--- src/rtl/dep_issue_sched_if.sv ---
// Scheduler handshake bundle: allocation, completion and issue signals.
interface dep_issue_sched_if #(
  parameter int unsigned BS = 16
);
  localparam int unsigned IW = $clog2(BS);

  logic          alloc_valid;
  logic [IW-1:0] alloc_index;
  logic [BS-1:0] alloc_dep;
  logic          cmpl_valid;
  logic [IW-1:0] cmpl_index;
  logic          issue_ready;
  logic          issue_valid;
  logic [IW-1:0] issue_index;
  logic [BS-1:0] busy;
  logic          full;
  logic          err;

  modport master (
    output alloc_valid, alloc_index, alloc_dep, cmpl_valid, cmpl_index, issue_ready,
    input  issue_valid, issue_index, busy, full, err
  );

  modport slave (
    input  alloc_valid, alloc_index, alloc_dep, cmpl_valid, cmpl_index, issue_ready,
    output issue_valid, issue_index, busy, full, err
  );
endinterface

--- src/rtl/dep_issue_sched.sv ---
// Dependency-tracking issue scheduler with a registered single-grant offer stage.
// DEP_ISSUE_SCHED_RR_EN selects round-robin grant; default is lowest-index priority.
module dep_issue_sched #(
  parameter int unsigned BS = 16
) (
  input  logic             clk,
  input  logic             rst,
  dep_issue_sched_if.slave sif
);
  localparam int unsigned IW = $clog2(BS);

  typedef enum logic [1:0] {S_FREE, S_WAIT, S_READY, S_ISSUED} slot_state_t;
  typedef enum logic {G_IDLE, G_OFFER} grant_state_t;

  slot_state_t   slot_q [BS];
  slot_state_t   slot_d [BS];
  logic [BS-1:0] row_q  [BS];
  logic [BS-1:0] row_d  [BS];
  logic [BS-1:0] busy_q, busy_d;
  logic          full_q, err_q, err_d;

  grant_state_t  gstate_q;
  logic          issue_valid_q;
  logic [IW-1:0] issue_index_q;

  logic [BS-1:0] free_vec, ready_vec, cmpl_mask, cmpl_col, alloc_row;
  logic          hs, cmpl_ok, alloc_free, alloc_ok, any_ready;
  logic [IW-1:0] sel;

  // Slot bookkeeping: completion is applied before allocation on the same slot.
  always_comb begin
    for (int i = 0; i < BS; i++) begin
      free_vec[i]  = (slot_q[i] == S_FREE);
      ready_vec[i] = (slot_q[i] == S_READY);
    end
    hs         = issue_valid_q & sif.issue_ready;
    cmpl_ok    = sif.cmpl_valid && (slot_q[sif.cmpl_index] == S_ISSUED);
    cmpl_col   = BS'(1) << sif.cmpl_index;
    cmpl_mask  = sif.cmpl_valid ? cmpl_col : '0;
    alloc_free = (slot_q[sif.alloc_index] == S_FREE) ||
                 (cmpl_ok && (sif.cmpl_index == sif.alloc_index));
    alloc_ok   = sif.alloc_valid && alloc_free;
    alloc_row  = sif.alloc_dep & ~(BS'(1) << sif.alloc_index) & ~free_vec & ~cmpl_mask;
    err_d      = err_q | (sif.alloc_valid & ~alloc_free) | (sif.cmpl_valid & ~cmpl_ok);

    for (int i = 0; i < BS; i++) begin
      slot_d[i] = slot_q[i];
      row_d[i]  = row_q[i];
      if (cmpl_ok) row_d[i] = row_q[i] & ~cmpl_col;
      if (slot_q[i] == S_WAIT && row_q[i] == '0) slot_d[i] = S_READY;
      if (hs && issue_index_q == IW'(i)) slot_d[i] = S_ISSUED;
      if (cmpl_ok && sif.cmpl_index == IW'(i)) begin
        slot_d[i] = S_FREE;
        row_d[i]  = '0;
      end
      if (alloc_ok && sif.alloc_index == IW'(i)) begin
        row_d[i]  = alloc_row;
        slot_d[i] = (alloc_row != '0) ? S_WAIT : S_READY;
      end
      busy_d[i] = (slot_d[i] != S_FREE);
    end
  end

  always_ff @(posedge clk or posedge rst) begin
    if (rst) begin
      for (int i = 0; i < BS; i++) begin
        slot_q[i] <= S_FREE;
        row_q[i]  <= '0;
      end
      busy_q <= '0;
      full_q <= 1'b0;
      err_q  <= 1'b0;
    end else begin
      for (int i = 0; i < BS; i++) begin
        slot_q[i] <= slot_d[i];
        row_q[i]  <= row_d[i];
      end
      busy_q <= busy_d;
      full_q <= &busy_d;
      err_q  <= err_d;
    end
  end

`ifdef DEP_ISSUE_SCHED_RR_EN
  logic [IW-1:0] rr_ptr_q;
  logic [IW-1:0] rr_idx;

  // Descending scan so the nearest READY slot at or after the pointer wins.
  always_comb begin
    sel    = '0;
    rr_idx = '0;
    for (int i = BS - 1; i >= 0; i--) begin
      rr_idx = rr_ptr_q + IW'(i);
      if (ready_vec[rr_idx]) sel = rr_idx;
    end
    any_ready = |ready_vec;
  end
`else
  always_comb begin
    sel = '0;
    for (int i = BS - 1; i >= 0; i--) begin
      if (ready_vec[i]) sel = IW'(i);
    end
    any_ready = |ready_vec;
  end
`endif

  // Grant FSM: latch one READY slot, hold it until the handshake.
  always_ff @(posedge clk or posedge rst) begin
    if (rst) begin
      gstate_q      <= G_IDLE;
      issue_valid_q <= 1'b0;
      issue_index_q <= '0;
`ifdef DEP_ISSUE_SCHED_RR_EN
      rr_ptr_q      <= '0;
`endif
    end else begin
      case (gstate_q)
        G_IDLE: begin
          if (any_ready) begin
            gstate_q      <= G_OFFER;
            issue_valid_q <= 1'b1;
            issue_index_q <= sel;
          end
        end
        G_OFFER: begin
          if (sif.issue_ready) begin
            gstate_q      <= G_IDLE;
            issue_valid_q <= 1'b0;
`ifdef DEP_ISSUE_SCHED_RR_EN
            rr_ptr_q      <= issue_index_q + IW'(1);
`endif
          end
        end
        default: begin
          gstate_q      <= G_IDLE;
          issue_valid_q <= 1'b0;
        end
      endcase
    end
  end

  assign sif.issue_valid = issue_valid_q;
  assign sif.issue_index = issue_index_q;
  assign sif.busy        = busy_q;
  assign sif.full        = full_q;
  assign sif.err         = err_q;
endmodule

--- src/flat_wrapper.sv ---
// flat-port wrapper written by rule: the top's interface ports become plain ports
module dep_issue_sched_flat 
#(
  parameter int unsigned BS = 16
)
  (clk, rst, sif_alloc_valid, sif_alloc_index, sif_alloc_dep, sif_cmpl_valid, sif_cmpl_index, sif_issue_ready, sif_issue_valid, sif_issue_index, sif_busy, sif_full, sif_err);
  dep_issue_sched_if #(.BS(BS)) sif_i ();
  input  logic clk;
  input  logic rst;
  input wire logic [$bits(sif_i.alloc_valid)-1:0] sif_alloc_valid;
  input wire logic [$bits(sif_i.alloc_index)-1:0] sif_alloc_index;
  input wire logic [$bits(sif_i.alloc_dep)-1:0] sif_alloc_dep;
  input wire logic [$bits(sif_i.cmpl_valid)-1:0] sif_cmpl_valid;
  input wire logic [$bits(sif_i.cmpl_index)-1:0] sif_cmpl_index;
  input wire logic [$bits(sif_i.issue_ready)-1:0] sif_issue_ready;
  output wire logic [$bits(sif_i.issue_valid)-1:0] sif_issue_valid;
  output wire logic [$bits(sif_i.issue_index)-1:0] sif_issue_index;
  output wire logic [$bits(sif_i.busy)-1:0] sif_busy;
  output wire logic [$bits(sif_i.full)-1:0] sif_full;
  output wire logic [$bits(sif_i.err)-1:0] sif_err;
  assign sif_i.alloc_valid = sif_alloc_valid;
  assign sif_i.alloc_index = sif_alloc_index;
  assign sif_i.alloc_dep = sif_alloc_dep;
  assign sif_i.cmpl_valid = sif_cmpl_valid;
  assign sif_i.cmpl_index = sif_cmpl_index;
  assign sif_i.issue_ready = sif_issue_ready;
  assign sif_issue_valid = sif_i.issue_valid;
  assign sif_issue_index = sif_i.issue_index;
  assign sif_busy = sif_i.busy;
  assign sif_full = sif_i.full;
  assign sif_err = sif_i.err;
  dep_issue_sched #(.BS(BS)) u_core (.clk(clk), .rst(rst), .sif(sif_i));
endmodule
--- config.mk ---
export PLATFORM = sky130hd
export DESIGN_NAME = dep_issue_sched_flat
export DESIGN_NICKNAME = d
export VERILOG_FILES = /design/src/rtl/dep_issue_sched_if.sv /design/src/rtl/dep_issue_sched.sv /design/src/flat_wrapper.sv
export SDC_FILE = /design/constraint.sdc
export NUM_CORES = 1
export LEC_CHECK = 0
export BUFFER_PORTS_ARGS = -buffer_cell sky130_fd_sc_hd__buf_2
export CAP_MARGIN = 20
export CELL_PAD_IN_SITES_DETAIL_PLACEMENT = 0
export CELL_PAD_IN_SITES_GLOBAL_PLACEMENT = 1
export CORE_MARGIN = 3
export CORE_UTILIZATION = 44
export DETAILED_ROUTE_END_ITERATION = 7
export GPL_ROUTABILITY_DRIVEN = 1
export GPL_TIMING_DRIVEN = 0
export MAX_ROUTING_LAYER = met4
export PLACE_DENSITY_LB_ADDON = 0.08
export SYNTH_ARGS = -nofsm -noshare
export SYNTH_HDL_FRONTEND = slang
export SYNTH_SLANG_ARGS = --single-unit
--- constraint.sdc ---
create_clock -name clk -period 8.8 [get_ports clk]
set_input_delay 0.88 -clock clk [delete_from_list [all_inputs] [get_ports clk]]
set_output_delay 0.88 -clock clk [all_outputs]
set_load 0.01 [all_outputs]
Word level (Yosys, flattened, before mapping)
Index checks and enable logic that the tools add are counted.

Bits in registers: 312. Bits in latches: 0. Bits in writable memories: 0. ROM bits: 0. Bits of input ports: 29. Output and inout bits: 23. Logic and storage cells: 439. Memories: 0.

Add/subtract/negate cells: 0. Multiply operators: 0. Divide/modulo/power cells: 0. Magnitude comparators: 2. Equal/unequal tests: 81. Shift operators: 2. Muxes and demuxes: 142. Bitwise logic cells: 33. Reductions and logical operators: 141.

Operators with widths (count): 16-bit 2-to-1 mux (49); 16-bit AND (19); 16-bit zero test (16); 2-bit 2-to-1 mux (69); 4-bit == test (second input constant) (24); 1-bit logical AND (67); 4-bit 2-to-1 mux (16); 16-bit inverter (4); 4-bit by 3-bit == test with 1-bit output (second input constant) (12); 3-bit nonzero test (16); 2-bit == test (second input constant) (17); 2-bit zero test (17); 2-bit by 1-bit == test with 1-bit output (second input constant) (16); 2-bit nonzero test (16); 1-bit by 4-bit left shift with 16-bit output (first input constant) (2); 4-bit by 2-bit == test with 1-bit output (second input constant) (6); 2-bit binary-select mux with 4-bit select (2); 16-bit AND reduction (1); 16-bit nonzero test (1); 16-bit OR reduction (1); 4-bit by 1-bit == test with 1-bit output (second input constant) (3); 4-bit zero test (3); 5-bit greater-or-equal comparator (second input constant) (2); 4-bit inverter with 5-bit output (2); 10 further kinds (20).

Logic depth before layout (Yosys ltp)
Gate-level depths: netlist (run 1).

Depth in word-level cells: 17. Mapped depth: 13. Gate-level depth less buffers: 8.

Worst setup path after synthesis (run 1)
OpenSTA, ideal clock, no wires.

Path kind: input to register. Start point: in sif_cmpl_index[1]. End point: reg u_core.row_q[51] in the netlist's numbering. Library setup time: 0.138 ns. Arrival time: 2.941 ns. Slack: 5.722 ns. Cell stages on the path: 12. Path buffers: 5. Cell sequence: buf_4 > nand4b_1 > a41o_1 > and4_1 > buf_6 > o22a_4 > buf_6 > or3_1 > buf_4 > clkbuf_1 > nand3_1 > o21ai_1.

Word-level cells in the longest chain between the ends: 11.

Ends and longest elaborated chain: start: declaration (RTL line flat_wrapper.sv:14) `input wire logic [$bits(sif_i.cmpl_index)-1:0] sif_cmpl_index;`; 4-bit inverter with 5-bit output (not written as such) (RTL line dep_issue_sched.sv:37) `cmpl_ok = sif.cmpl_valid && (slot_q[sif.cmpl_index] == S_ISSUED);`; 2-bit binary-select mux with 4-bit select (RTL line dep_issue_sched.sv:37); 2-bit 2-to-1 mux (not written as such) (2 in series) (RTL line dep_issue_sched.sv:37); 2-bit == test (RTL line dep_issue_sched.sv:37); 1-bit logical AND (RTL line dep_issue_sched.sv:37); 1-bit logical AND (RTL line dep_issue_sched.sv:41) `(cmpl_ok && (sif.cmpl_index == sif.alloc_index));`; 1-bit logical OR (RTL line dep_issue_sched.sv:40) `alloc_free = (slot_q[sif.alloc_index] == S_FREE) ||`; 1-bit logical AND (RTL line dep_issue_sched.sv:42) `alloc_ok = sif.alloc_valid && alloc_free;`; 1-bit logical AND (RTL line dep_issue_sched.sv:56) `if (alloc_ok && sif.alloc_index == IW'(i)) begin`; 3-bit nonzero test (no line) / 16-bit 2-to-1 mux (equally long branches); end signal: indexed assignment (RTL line dep_issue_sched.sv:76) `row_q[i] <= row_d[i];`; end: declaration (RTL line dep_issue_sched.sv:17) `logic [BS-1:0] row_q [BS];`.

Parallel ways exist; a longest one is shown, timed or not. The select of a mux whose other input is x is not followed. A chain may end at the register's enable or synchronous reset.

==> results of run 1 <==
[cell usage in the layout (no fill, tap or decap), types with 21 or more instances in the layout]
cell type  Yosys  layout
dfrtp_1      312     312
nand3_1      243     243
o21ai_1      199     199
o21ai_0      144     144
clkbuf_1      93     107
nor2_1        99      99
nand2_1       77      77
buf_2         22      73
nor4_1        51      51
clkbuf_16      0      38
o22ai_1       21      21
nor3_1        22      21
[metrics by stage]
stage                     setup WS (ps)  utilization
after floorplan                    3770            -
after global placement             1760        0.473
after detailed placement           3430        0.479
after CTS                          3990        0.515
after global routing               3630        0.515
final                              3710        0.515
[worst paths after layout]
check | startpoint | endpoint
max in group asynchronous | rst | u_core.row_q[74]
worst min register to register | u_core.row_q[32] | u_core.row_q[32]
worst min-delay path | rst | u_core.sif.busy[7]
worst max-delay path | sif_cmpl_index[1] | u_core.slot_q[9]
worst max register to register | u_core.slot_q[15] | u_core.row_q[143]
min in group clk | u_core.row_q[32] | u_core.row_q[32]
[kinds of logic (layout without fill, tap and decap cells)]
kind of cell | count (synthesis) | count (layout) | share of synthesized area
AOI/OAI and AO/OA | 454 | 454 | 0.174
xor gates and xnor gates | 4 | 4 | 0.00239
buffers and inverters | 140 | 269 | 0.0421
DFF | 312 | 312 | 0.533
muxes | 7 | 7 | 0.00829
and+or+nand+nor | 660 | 660 | 0.241
[critical path, cell delays in order]
cell and delay, ps:
buf_2 200, buf_4 230, buf_2 300, nand2b_1 90, clkbuf_1 260, nor2_1 810
a221o_1 790, and4_1 290, nand4_1 620, clkbuf_1 680, mux2i_1 370
[layer usage]
metal	share of wire	vias to the layer above
met5	0	-
met4	0.070	0
met3	0.12	239
li1	-	6033
met2	0.41	923
met1	0.40	7145
[where the power goes]
group          switching (mW)  total, mW  internal [mW]
Sequential              0.388       2.29           1.90
Combinational            1.07       1.66          0.593
Clock                   0.634       1.52          0.886
[registers in the layout (all words and copies together), names as in the netlist]
register and count:
u_core.sif.full 1, u_core.sif.issue_valid 1, u_core.sif.busy 16, u_core.row_q 256, u_core.gstate_q 1, u_core.sif.err 1
u_core.sif.issue_index 4, u_core.slot_q 32
[area by class of cell]
type,instances,area share
Sequential cell,312,0.464
Multi-Input combinational cell,1125,0.370
Clock buffer,55,0.0620
Buffer,126,0.0335
Tap cell,442,0.0328
Timing Repair Buffer,64,0.0271
Clock inverter,10,0.00780
Inverter,14,0.00334
==> out/results.md, run 1 <==
Outcome
• completed — run status

Placement
• 1.00 — routability congestion estimate from global placement
• 2082 — cell count after placement
• 50 — number of port buffers
• 50100 um — HPWL after detailed placement
• 15700 um2 — area of placed instances

CTS
• 312 — clock sinks
• 60 ps — clock slew seen by the registers of the worst setup and hold paths
• 0 — Resize count post-CTS
• 3 — clock buffer depth
• clkbuf_16 — cell chosen for the clock root
• 37 — total clock buffers created by CTS
• 560 ps — clock network latency to the later pin of the worst-skew pair
• 2 — level count of the clock H-tree
• 0 — Post CTS Setup Buffer Count
• yes — CTS tree
• 0 — number of hold-repair buffers added at the cts stage

Cells and area
• 16800 um2 — area of all placed cells without fillers
• 0 — antenna diode count
• 15.0% — area growth from synthesis to final layout
• 7810 um2 — register area
• 3181 — count of filler cells inserted in the layout
• 0.108 — fraction of final layout cells sized beyond drive strength 1
• 6230 um2 — combined area of the multi-input logic cells
• 2148 — final cell count without fillers
• 1709 — number of nets at the end of the flow

Global route
• 0 — GRT overflow
• 95500 um — first-pass GRT wire length
• 13500 — vias in the first global route
• 0.527 — fraction of met2 tracks used by global routing
• 0.507 — global routing met1 resource utilization
• met2 — gr busiest metal
• 0.384 — global routing usage summed across all routing layers
• 0 — initial antenna violation count
• 0.118 — global-route met3 utilization
• 43 — largest net degree at the start of global routing

Power and ir drop
• 7.05 nW — leak pwr
• 5.47 mW — overall power of the completed layout
• 0.000191 V — highest ir drop seen on vdd
• 325 nW/um2 — power density of the placed cells

Worst setup path
• 9230 ps — WP data required
• 5530 ps — arrival time reported for the critical path endpoint
• 10 — maximum fanout along the worst path
• input pin — category of the worst setup path launch point
• 4600 ps — register-to-register setup slack
• 8 — R2R depth
• input pin to flop — start-to-end type of the worst setup path
• flop — Setup crit end kind

Die
• 188 um — die span in y
• 35500 um2 — Total Die Area
• 0.448 — effective utilization at floorplan
• 32700 um2 — area inside the core boundary
• 52 — IO Count
• 66 — Site Rows
• 188 um — x dimension of the die

Synthesis
• 9.29 um2 — syn avg cell area
• 1606 — nets in the synthesized netlist
• 1577 — Syn Inst Count
• 0.533 — register area share after synthesis
• dfrtp_1, nand3_1, o21ai_1, o21ai_0, nor2_1 — most numerous cell types in the synthesized netlist
• dfrtp_1, nand3_1, o21ai_1 — most area-consuming cells after synthesis
• 63 — library cells used by synthesis
• 14600 um2 — post-synthesis cell area
• 0.533 — proportion of netlist area held by the largest area contributor
• 312 — #FFs+latches synth
• 0 — Synth warnings
• 0 — number of synthesized flops with an enable pin
• dfrtp_1 — largest area contributor in the netlist
• dfrtp_1 — most numerous cell in the Yosys netlist
• 1.00 — proportion of synthesized flip-flops having asynchronous set or reset
• dfrtp_1 — commonest register cell after synthesis

STA
• false — RSZ-0062 raised after global routing
• 0 ps — Total Neg Setup Slack
• 196 MHz — maximum achievable frequency
• 412 ps — Hold Worst Slack
• 0.158 — normalized max-slew margin
• 0 — final hold violation count
• 29.9 ps — maximum clock skew at final layout
• 0.579 — post-route fraction of the period consumed by the critical path
• 5090 ps — Final Critical Period
• 0 — count of endpoints failing setup in the final report
• 0 — number of pins exceeding their max-slew limit in the final report
• 1260 ps — pin slew with the least headroom to its limit

Job
• 0 — max cap viols

Route
• 31.2 um — Wirelength per Cell
• 1773 — Starting DRT DRC Count
• 6 — first-pass iteration count of the detailed router
• 66900 um — wire length after detailed routing
• 14300 — via total after detailed routing
• 0 — remaining routing DRC violations
• 6.68 — number of vias per cell
• 0 — DRT antenna net count

Hold path
• input pin to async pin — Hold/Removal Path Class

Power figures use the tool's default switching activity.
==> run 2, diff against run 1 <==
--- a/config.mk
+++ b/config.mk
@@ -5,12 +5,13 @@
 export SDC_FILE = /design/constraint.sdc
 export NUM_CORES = 1
 export LEC_CHECK = 0
+export ABC_AREA = 1
 export BUFFER_PORTS_ARGS = -buffer_cell sky130_fd_sc_hd__buf_2
 export CAP_MARGIN = 20
 export CELL_PAD_IN_SITES_DETAIL_PLACEMENT = 0
 export CELL_PAD_IN_SITES_GLOBAL_PLACEMENT = 1
 export CORE_MARGIN = 3
-export CORE_UTILIZATION = 44
+export CORE_UTILIZATION = 45
 export DETAILED_ROUTE_END_ITERATION = 7
 export GPL_ROUTABILITY_DRIVEN = 1
 export GPL_TIMING_DRIVEN = 0
==> constraint.sdc (replaced) <==
create_clock -name clk -period 5.2 [get_ports clk]
set_input_delay 0.52 -clock clk [delete_from_list [all_inputs] [get_ports clk]]
set_output_delay 0.52 -clock clk [all_outputs]
set_load 0.01 [all_outputs]
==> out/results.md, run 2 <==
Outcome
• completed — run status

STA
• 0.155 — normalized max-slew margin
• 1270 ps — pin slew with the least headroom to its limit
• 14.4 ps — maximum clock skew at final layout
• 0.664 — post-route fraction of the period consumed by the critical path
• 290 MHz — maximum achievable frequency
• false — RSZ-0062 raised after global routing
• 0 — final hold violation count
• 3450 ps — Final Critical Period
• 0 — count of endpoints failing setup in the final report
• 0 — number of pins exceeding their max-slew limit in the final report

Route
• 16000 — via total after detailed routing
• 29700 um — routed length on met1
• 1894 — Starting DRT DRC Count
• 6 — first-pass iteration count of the detailed router
• 26.8 um — Wirelength per Cell
• met4 — uppermost layer routed
• 70200 um — wire length after detailed routing
• 6.11 — number of vias per cell
• 29400 um — WL met2
• 0 — DRT antenna net count
• 0 — remaining routing DRC violations
• 8050 um — detailed-routed wire length on met3

Power and ir drop
• 0.000293 V — highest ir drop seen on vdd
• 540 nW/um2 — power density of the placed cells
• 9.88 mW — overall power of the completed layout
• 9.12 nW — leak pwr

CTS
• 1 — number of hold-repair buffers added at the cts stage
• 312 — clock sinks
• 0 — Post CTS Setup Buffer Count
• 60 ps — clock slew seen by the registers of the worst setup and hold paths
• yes — CTS tree
• 3 — clock buffer depth
• 0 — Resize count post-CTS
• clkbuf_16 — cell chosen for the clock root
• 2 — level count of the clock H-tree
• 550 ps — clock network latency to the later pin of the worst-skew pair
• 36 — total clock buffers created by CTS

Synthesis
• dfrtp_1 — largest area contributor in the netlist
• 0 — Synth warnings
• dfrtp_1, nand2_1, nand3_1 — most area-consuming cells after synthesis
• nand2_1, dfrtp_1, inv_1, nand3_1, o21ai_0 — most numerous cell types in the synthesized netlist
• 2035 — Syn Inst Count
• 16000 um2 — post-synthesis cell area
• 312 — #FFs+latches synth
• 0.488 — proportion of netlist area held by the largest area contributor
• 7.86 um2 — syn avg cell area
• nand2_1 — most numerous cell in the Yosys netlist
• 1.00 — proportion of synthesized flip-flops having asynchronous set or reset
• 0 — number of synthesized flops with an enable pin
• 43 — library cells used by synthesis
• dfrtp_1 — commonest register cell after synthesis
• 2064 — nets in the synthesized netlist
• 0.488 — register area share after synthesis

Cells and area
• nand2_1, dfrtp_1, inv_1, nand3_1, o21ai_0 — most used cells in the layout excluding fill and tap cells
• 14.5% — area growth from synthesis to final layout
• 0.113 — fraction of final layout cells sized beyond drive strength 1
• 0 — antenna diode count
• nand2_1 — commonest non-fill, non-tap cell in the layout
• 2175 — number of nets at the end of the flow
• 256 — Largest register FFs
• u_core.row_q — Top reg by flops
• 2621 — final cell count without fillers

Worst setup path
• 3850 ps — arrival time reported for the critical path endpoint
• u_core.slot_q[14] — startpoint of the worst-slack reg-to-reg timing path
• input pin — category of the worst setup path launch point
• input pin to flop — start-to-end type of the worst setup path
• flop — Setup crit end kind
• 2080 ps — register-to-register setup slack
• u_core.sif.full — terminus of the critical flop-to-flop path
• 18 — R2R depth
• 5600 ps — WP data required
• 10 — maximum fanout along the worst path

Global route
• 14900 — vias in the first global route
• 43 — largest net degree at the start of global routing
• 101000 um — first-pass GRT wire length
• 0 — GRT overflow
• 0.376 — global routing usage summed across all routing layers
• 0 — initial antenna violation count

Die
• 195 um — x dimension of the die
• 0.460 — effective utilization at floorplan
• 52 — IO Count
• 34800 um2 — area inside the core boundary
• 195 um — die span in y
• 68 — Site Rows
• 37800 um2 — Total Die Area

Hold path
• 2 — worst hold path cell count
• sif_issue_ready — critical hold path startpoint
• u_core.gstate_q — endpoint with the worst hold slack
• input pin to flop — Hold/Removal Path Class

Placement
• 2557 — cell count after placement
• 50200 um — HPWL after detailed placement
• 0.984 — routability congestion estimate from global placement
• 49 — number of port buffers

Job
• 0 — max cap viols

[run 2: worst max-delay path: stages]
cell	delay, ps
buf_2	170
inv_2	190
buf_6	200
nand2_1	200
inv_2	140
nand2_2	290
o211ai_2	490
inv_1	250
nor4_1	300
nand2_1	130
nor2_4	300
buf_4	380
nand2_1	100
a21boi_1	150
[run 2: final cells by class]
class / instances / area (um2)
inverter: 227 / 856
multi-input combinational: 1392 / 6860
sequential: 312 / 7810
timing repair buffer: 73 / 594
fill: 3405 / 16500
clock buffer: 52 / 1050
clock inverter: 6 / 60.1
tap: 455 / 569
buffer: 104 / 514
[run 2: per-layer routing]
| layer | vias up | track usage |
|---|---|---|
| met3 | 156 | 0.108 |
| li1 | 7093 | - |
| met2 | 892 | 0.517 |
| met1 | 7884 | 0.523 |
| met5 | - | - |
| met4 | 0 | 0.153 |
[run 2: worst max path at each step]
| stage | end | start |
|---|---|---|
| global placement | u_core.row_q[53] | rst |
| floorplan | u_core.gstate_q | rst |
| CTS | u_core.slot_q[12] | sif_cmpl_index[0] |
| global route | u_core.slot_q[12] | sif_cmpl_index[0] |
| finish | u_core.slot_q[18] | sif_cmpl_index[0] |
| detailed placement | u_core.slot_q[12] | sif_cmpl_index[0] |
[run 2: kinds of logic after synthesis]
| kind of cell | share of synthesized area |
|---|---|
| and+or+nand+nor | 0.315 |
| xor gates and xnor gates | 0.00110 |
| buffers and inverters | 0.0854 |
| AOI/OAI and AO/OA | 0.110 |
| DFF | 0.488 |
[run 2: through the flow]
stage               setup slack (ps)  setup TNS [ps]   util  instance area (um2)  hold slack, ps
floorplan                        525               0      -                16000             437
global placement               -1500         -457330  0.483                16800             458
detailed placement              1390               0  0.492                17100             463
CTS                             1950               0  0.524                18300             215
global route                    1730               0  0.526                18300             239
finish                          1750               0  0.526                18300             228
[run 2: report_power, final]
group          internal [mW]  switching [mW]  leakage (nW)
Sequential              3.42           0.787          3.90
Clock                   1.45            1.04         0.542
Combinational           1.16            2.03          4.67
